--- src/rtl/rover_nav_fsm.sv ---
// Rover travel controller: debounced go request, obstacle-driven turn/reverse
// manoeuvres with fixed durations, saturating odometer and registered wheel commands.
module rover_nav_fsm #(
  parameter int DEBOUNCE       = 2,
  parameter int TURN_CYCLES    = 4,
  parameter int REVERSE_CYCLES = 3,
  parameter int ODO_W          = 16
) (
  input  logic             clk,
  input  logic             reset,
  input  logic             travel_input,
  input  logic [2:0]       obstacle,
  input  logic             dir_pref,
  output logic [2:0]       state,
  output logic [1:0]       motor_l,
  output logic [1:0]       motor_r,
  output logic [ODO_W-1:0] odometer,
  output logic             maneuver_done
);

  typedef enum logic [2:0] {
    IDLE    = 3'd0,
    FWD     = 3'd1,
    TURN_L  = 3'd2,
    TURN_R  = 3'd3,
    REVERSE = 3'd4,
    HALT    = 3'd5
  } state_t;

  localparam logic [3:0]       DEB_LEN   = 4'(DEBOUNCE);
  localparam logic [7:0]       TURN_LAST = 8'(TURN_CYCLES - 1);
  localparam logic [7:0]       REV_LAST  = 8'(REVERSE_CYCLES - 1);
  localparam logic [ODO_W-1:0] ODO_ONE   = ODO_W'(1);

  localparam logic [1:0] M_STOP = 2'b00;
  localparam logic [1:0] M_FWD  = 2'b01;
  localparam logic [1:0] M_REV  = 2'b10;

  state_t           state_reg, state_next;
  logic [7:0]       timer_reg;
  logic             travel_q_reg;
  logic [3:0]       deb_cnt_reg;
  logic [1:0]       motor_l_reg, motor_r_reg;
  logic [1:0]       motor_l_next, motor_r_next;
  logic [ODO_W-1:0] odo_reg;

  logic   left_free, right_free, front_blocked, both_blocked;
  logic   turn_end, rev_end;
  state_t side_turn, pick_state;

  // A new input level must persist DEBOUNCE cycles before travel_q follows it.
  always_ff @(posedge clk) begin
    if (reset) begin
      travel_q_reg <= 1'b0;
      deb_cnt_reg  <= 4'd0;
    end else if (travel_input != travel_q_reg) begin
      if (deb_cnt_reg + 4'd1 == DEB_LEN) begin
        travel_q_reg <= travel_input;
        deb_cnt_reg  <= 4'd0;
      end else begin
        deb_cnt_reg <= deb_cnt_reg + 4'd1;
      end
    end else begin
      deb_cnt_reg <= 4'd0;
    end
  end

  assign left_free     = ~obstacle[2];
  assign front_blocked = obstacle[1];
  assign right_free    = ~obstacle[0];
  assign both_blocked  = ~left_free & ~right_free;

  always_comb begin
    side_turn = TURN_R;
    if (left_free && right_free) side_turn = dir_pref ? TURN_R : TURN_L;
    else if (left_free)          side_turn = TURN_L;
    pick_state = both_blocked ? REVERSE : side_turn;
  end

  assign turn_end = (timer_reg == TURN_LAST);
  assign rev_end  = (timer_reg == REV_LAST);

  always_comb begin
    state_next = state_reg;
    case (state_reg)
      IDLE:    if (travel_q_reg) state_next = front_blocked ? pick_state : FWD;
      FWD: begin
        // Losing the travel request outranks any obstacle.
        if (!travel_q_reg)      state_next = IDLE;
        else if (front_blocked) state_next = pick_state;
      end
      TURN_L, TURN_R: if (turn_end) state_next = travel_q_reg ? FWD : IDLE;
      REVERSE: if (rev_end) state_next = both_blocked ? HALT : side_turn;
      HALT:    if (!travel_q_reg) state_next = IDLE;
      default: state_next = IDLE;
    endcase
  end

  // Motors are decoded from the next state so they switch on the same edge as state.
  always_comb begin
    motor_l_next = M_STOP;
    motor_r_next = M_STOP;
    case (state_next)
      FWD:     begin motor_l_next = M_FWD; motor_r_next = M_FWD; end
      TURN_L:  begin motor_l_next = M_REV; motor_r_next = M_FWD; end
      TURN_R:  begin motor_l_next = M_FWD; motor_r_next = M_REV; end
      REVERSE: begin motor_l_next = M_REV; motor_r_next = M_REV; end
      default: begin motor_l_next = M_STOP; motor_r_next = M_STOP; end
    endcase
  end

  always_ff @(posedge clk) begin
    if (reset) begin
      state_reg   <= IDLE;
      timer_reg   <= 8'd0;
      motor_l_reg <= M_STOP;
      motor_r_reg <= M_STOP;
      odo_reg     <= '0;
    end else begin
      state_reg   <= state_next;
      timer_reg   <= (state_next != state_reg) ? 8'd0 : timer_reg + 8'd1;
      motor_l_reg <= motor_l_next;
      motor_r_reg <= motor_r_next;
      if (state_reg == FWD && odo_reg != '1) odo_reg <= odo_reg + ODO_ONE;
    end
  end

  assign maneuver_done = (((state_reg == TURN_L) || (state_reg == TURN_R)) && turn_end) ||
                         ((state_reg == REVERSE) && rev_end);

  assign state    = state_reg;
  assign motor_l  = motor_l_reg;
  assign motor_r  = motor_r_reg;
  assign odometer = odo_reg;

endmodule
--- config.mk ---
export PLATFORM = sky130hd
export DESIGN_NAME = rover_nav_fsm
export DESIGN_NICKNAME = d
export VERILOG_FILES = /design/src/rtl/rover_nav_fsm.sv
export SDC_FILE = /design/constraint.sdc
export NUM_CORES = 1
export LEC_CHECK = 0
export ABC_AREA = 1
export CAP_MARGIN = 20
export CORE_MARGIN = 2
export CORE_UTILIZATION = 55
export CTS_CLUSTER_DIAMETER = 200
export CTS_CLUSTER_SIZE = 12
export DETAILED_ROUTE_END_ITERATION = 12
export DONT_BUFFER_PORTS = 1
export HOLD_SLACK_MARGIN = 0.08
export PLACE_DENSITY = 0.7
export SYNTH_ARGS = -nofsm -noshare
export SYNTH_HDL_FRONTEND = slang
export SYNTH_SLANG_ARGS = --single-unit
--- constraint.sdc ---
create_clock -name clk -period 1.84 [get_ports clk]
set_input_delay 0.368 -clock clk [delete_from_list [all_inputs] [get_ports clk]]
set_output_delay 0.368 -clock clk [all_outputs]
set_load 0.02 [all_outputs]
==> run_results.csv <==
group,metric,value,unit
detailed_routing,vias,1782,
timing,period_share,95.6,%
yosys,netlist_area,1950,um^2
detailed_routing,dr.first_iter.drc_count,55,
die,die-area,4030,um^2
run,drv_cap,0,
detailed_routing,wl,4.23,mm
cells_and_area,nets,313,
yosys,synth_commonest_cells,"65 x nand2_1, 36 x dfxtp_1, 31 x nor2_1",
global_route,grt_pass1_vias,1631,
yosys,syn-instance-count,273,
detailed_routing,wl_per_cell,12.2,um
setup_path,end_kind,"output pin",
pwr,clockPowerShare,37.4,%
timing,slew_headroom,67.9,%
detailed_routing,wl_met1,1.84,mm
detailed_routing,drc,0,
die,io_pins,31,
setup_path,critical_path_class,"register to output pin",
place,place_area,2120,um^2
pwr,seq_power_share,50.3,%
yosys,synth_xor_area_share,6.75,%
yosys,synth_edf_count,0,
yosys,ys_types,30,
setup_path,rrSetupSlack,0.15,ns
die,fp.dieW,63.5,um
cells_and_area,drive_above_1_share,22.2,%
yosys,synth-simple-area-share,37.6,%
yosys,synth_nets,285,
yosys,synth.area.mux_share,0,%
pwr,intPower,1250,uW
detailed_routing,wl_met2,2.11,mm
yosys,synth_top_family_by_area,"simple AND/OR/NAND/NOR gates",
yosys,synth.avg_cell_area,7.13,um^2
clock_network,numCtsBuffers,5,
clock_network,cts_tree,"yes",
clock_network,clk_pin_slew,0.12,ns
setup_path,cp_max_fo,5,
yosys,synth.most_common_cell,"nand2_1",
pwr,p_per_area,747,nW/um^2
yosys,synth_compound_area_share,8.10,%
timing,hold_violations,0,
place,dp.final_hpwl,3.07,mm
die,start_util,57.8,%
min_path,hold_class,"primary input to register",
setup_path,crit_required,1.47,ns
timing,worst_pin_slew,0.481,ns
clock_network,htree_num_levels,2,
pwr,netSwitchingFraction,26.4,%
pwr,total_power,1700,uW
yosys,synth_seq_area_share,37.0,%
detailed_routing,route.met3.wl,201,um
timing,slew_viol_final,0,
pwr,ir_worst_vdd,491,uV
yosys,synthTopCellsByArea,"dfxtp_1 37%, nand2_1 13%, nand3_1 6.2%",
pwr,p_switching,450,uW
yosys,ys_warn_count,0,
clock_network,insertion_delay,0.34,ns
pwr,p_leak,0.000907,uW
clock_network,clkSinkCount,36,
place,port_buffers,0,
clock_network,cts_root_buf,"clkbuf_4",
outcome,status,"finished, final reports clean",
global_route,grt_pass1_wl,7.06,mm
yosys,synth_top_area_share,37.0,%
setup_path,critPathLaunchType,"register",
place,gp_congestion,0.846,
detailed_routing,drt-vias-per-instance,5.12,
timing,rsz0062_at_grt,"false",
detailed_routing,ant_nets,0,
global_route,overflow,0,
cells_and_area,area_growth,17.2,%
cells_and_area,nFillCells,329,
detailed_routing,highest_layer,"met4",
yosys,synth_top_area_cell,"dfxtp_1",
pwr,combPwrFrac,12.3,%
timing,tns,0,ns
cells_and_area,largest_register_ffs,16,
clock_network,clock_tree.buffer_depth,2,
timing,skew,0.0141,ns
timing,fin_crit,1.76,ns
yosys,ys.flop_type,"dfxtp_1",
global_route,antenna_found_initial,0,
yosys,ys_async_sr_fraction,0,%
timing,setup_viol,0,
cells_and_area,finalInstanceArea,2280,um^2
global_route,grt_use_total,22.5,%
global_route,grt_start_max_net_pins,17,
yosys,synthAdderAreaFrac,3.22,%
timing,fmax,0.568,GHz
detailed_routing,firstDrtPassIters,4,
setup_path,arrival,1.39,ns
die,rows,21,
die,die_h,63.5,um
cells_and_area,diodes,0,
die,core,3360,um^2
yosys,ys_seq_elements,36,
power by group through the flow:
stage                     clock network [uW]  registers (uW)  logic (uW)
after CTS                                641             854         191
after floorplan                            0             868         155
after detailed placement                   0             870         185
final                                    637             857         209
after global routing                     676             862         237
after global placement                     0             869         181
cells in the final DEF, fill, tap and decap left out, types with 8 or more instances in the layout:
master    n
nor2_1   31
inv_1    22
dfxtp_1  33
xor2_1    8
a21oi_1  15
nor2_2   10
buf_4    22
nand2_1  64
nand3_1  24
per-layer routing:
metal	global-route usage [%]	vias to the layer above
met3	6.07	6
met5	0	-
li1	-	926
met2	38.9	38
met4	9.78	0
met1	25.8	812
final cells by class:
cell class	count	area, um^2	area share, %
tap	46	57.6	2.52
clock buffer	7	65.1	2.85
sequential	36	727	31.9
inverter	30	113	4.94
clock inverter	1	30.0	1.32
multi-input combinational	203	1090	47.9
timing repair buffer	25	195	8.56
path summary, 6_finish.rpt:
path	start	endpoint	depth (start not counted)
max	timer_reg[0]	maneuver_done	5
min	reset	motor_r[0]	3
max reg2reg	timer_reg[0]	timer_reg[5]	12
min reg2reg	timer_reg[0]	timer_reg[0]	1
through the flow:
stage / setup slack [ns] / util [%] / instances / hold slack [ns]
2_1_floorplan: 0.144 / - / 273 / 0.434
3_3_place_gp: 0.231 / 62.9 / 334 / 0.440
3_5_place_dp: 0.194 / 62.9 / 334 / 0.442
4_1_cts: 0.00731 / 66.2 / 343 / 0.0814
5_1_grt: 0.00651 / 67.8 / 348 / 0.198
6_report: 0.0803 / 67.8 / 348 / 0.196
cells by family (layout without fill, tap and decap cells):
logic type / after synthesis / count (layout)
AO/OA/AOI/OAI: 29 / 29
XOR/XNOR: 15 / 15
adder cells (fa/ha/maj): 5 / 5
buffers and inverters: 34 / 63
flip-flops: 36 / 36
AND/OR/NAND/NOR: 154 / 154
critical path: stages, from the launching register on:
cell and delay, ns:
dfxtp_4 0.39, ha_2 0.20, inv_1 0.04, nor2_1 0.14, nand3_1 0.13, nand2_2 0.14
timing repair:
| action | CTS | global route |
|---|---|---|
| setup endpoints to repair | 1 | 1 |
| hold buffers | 1 | 2 |
| gates resized for setup | 3 | 4 |
| hold endpoints to repair | 10 | 3 |
| pin swaps | 0 | 3 |
| buffers inserted | 0 | 3 |
(Power assumes the default switching activity.)
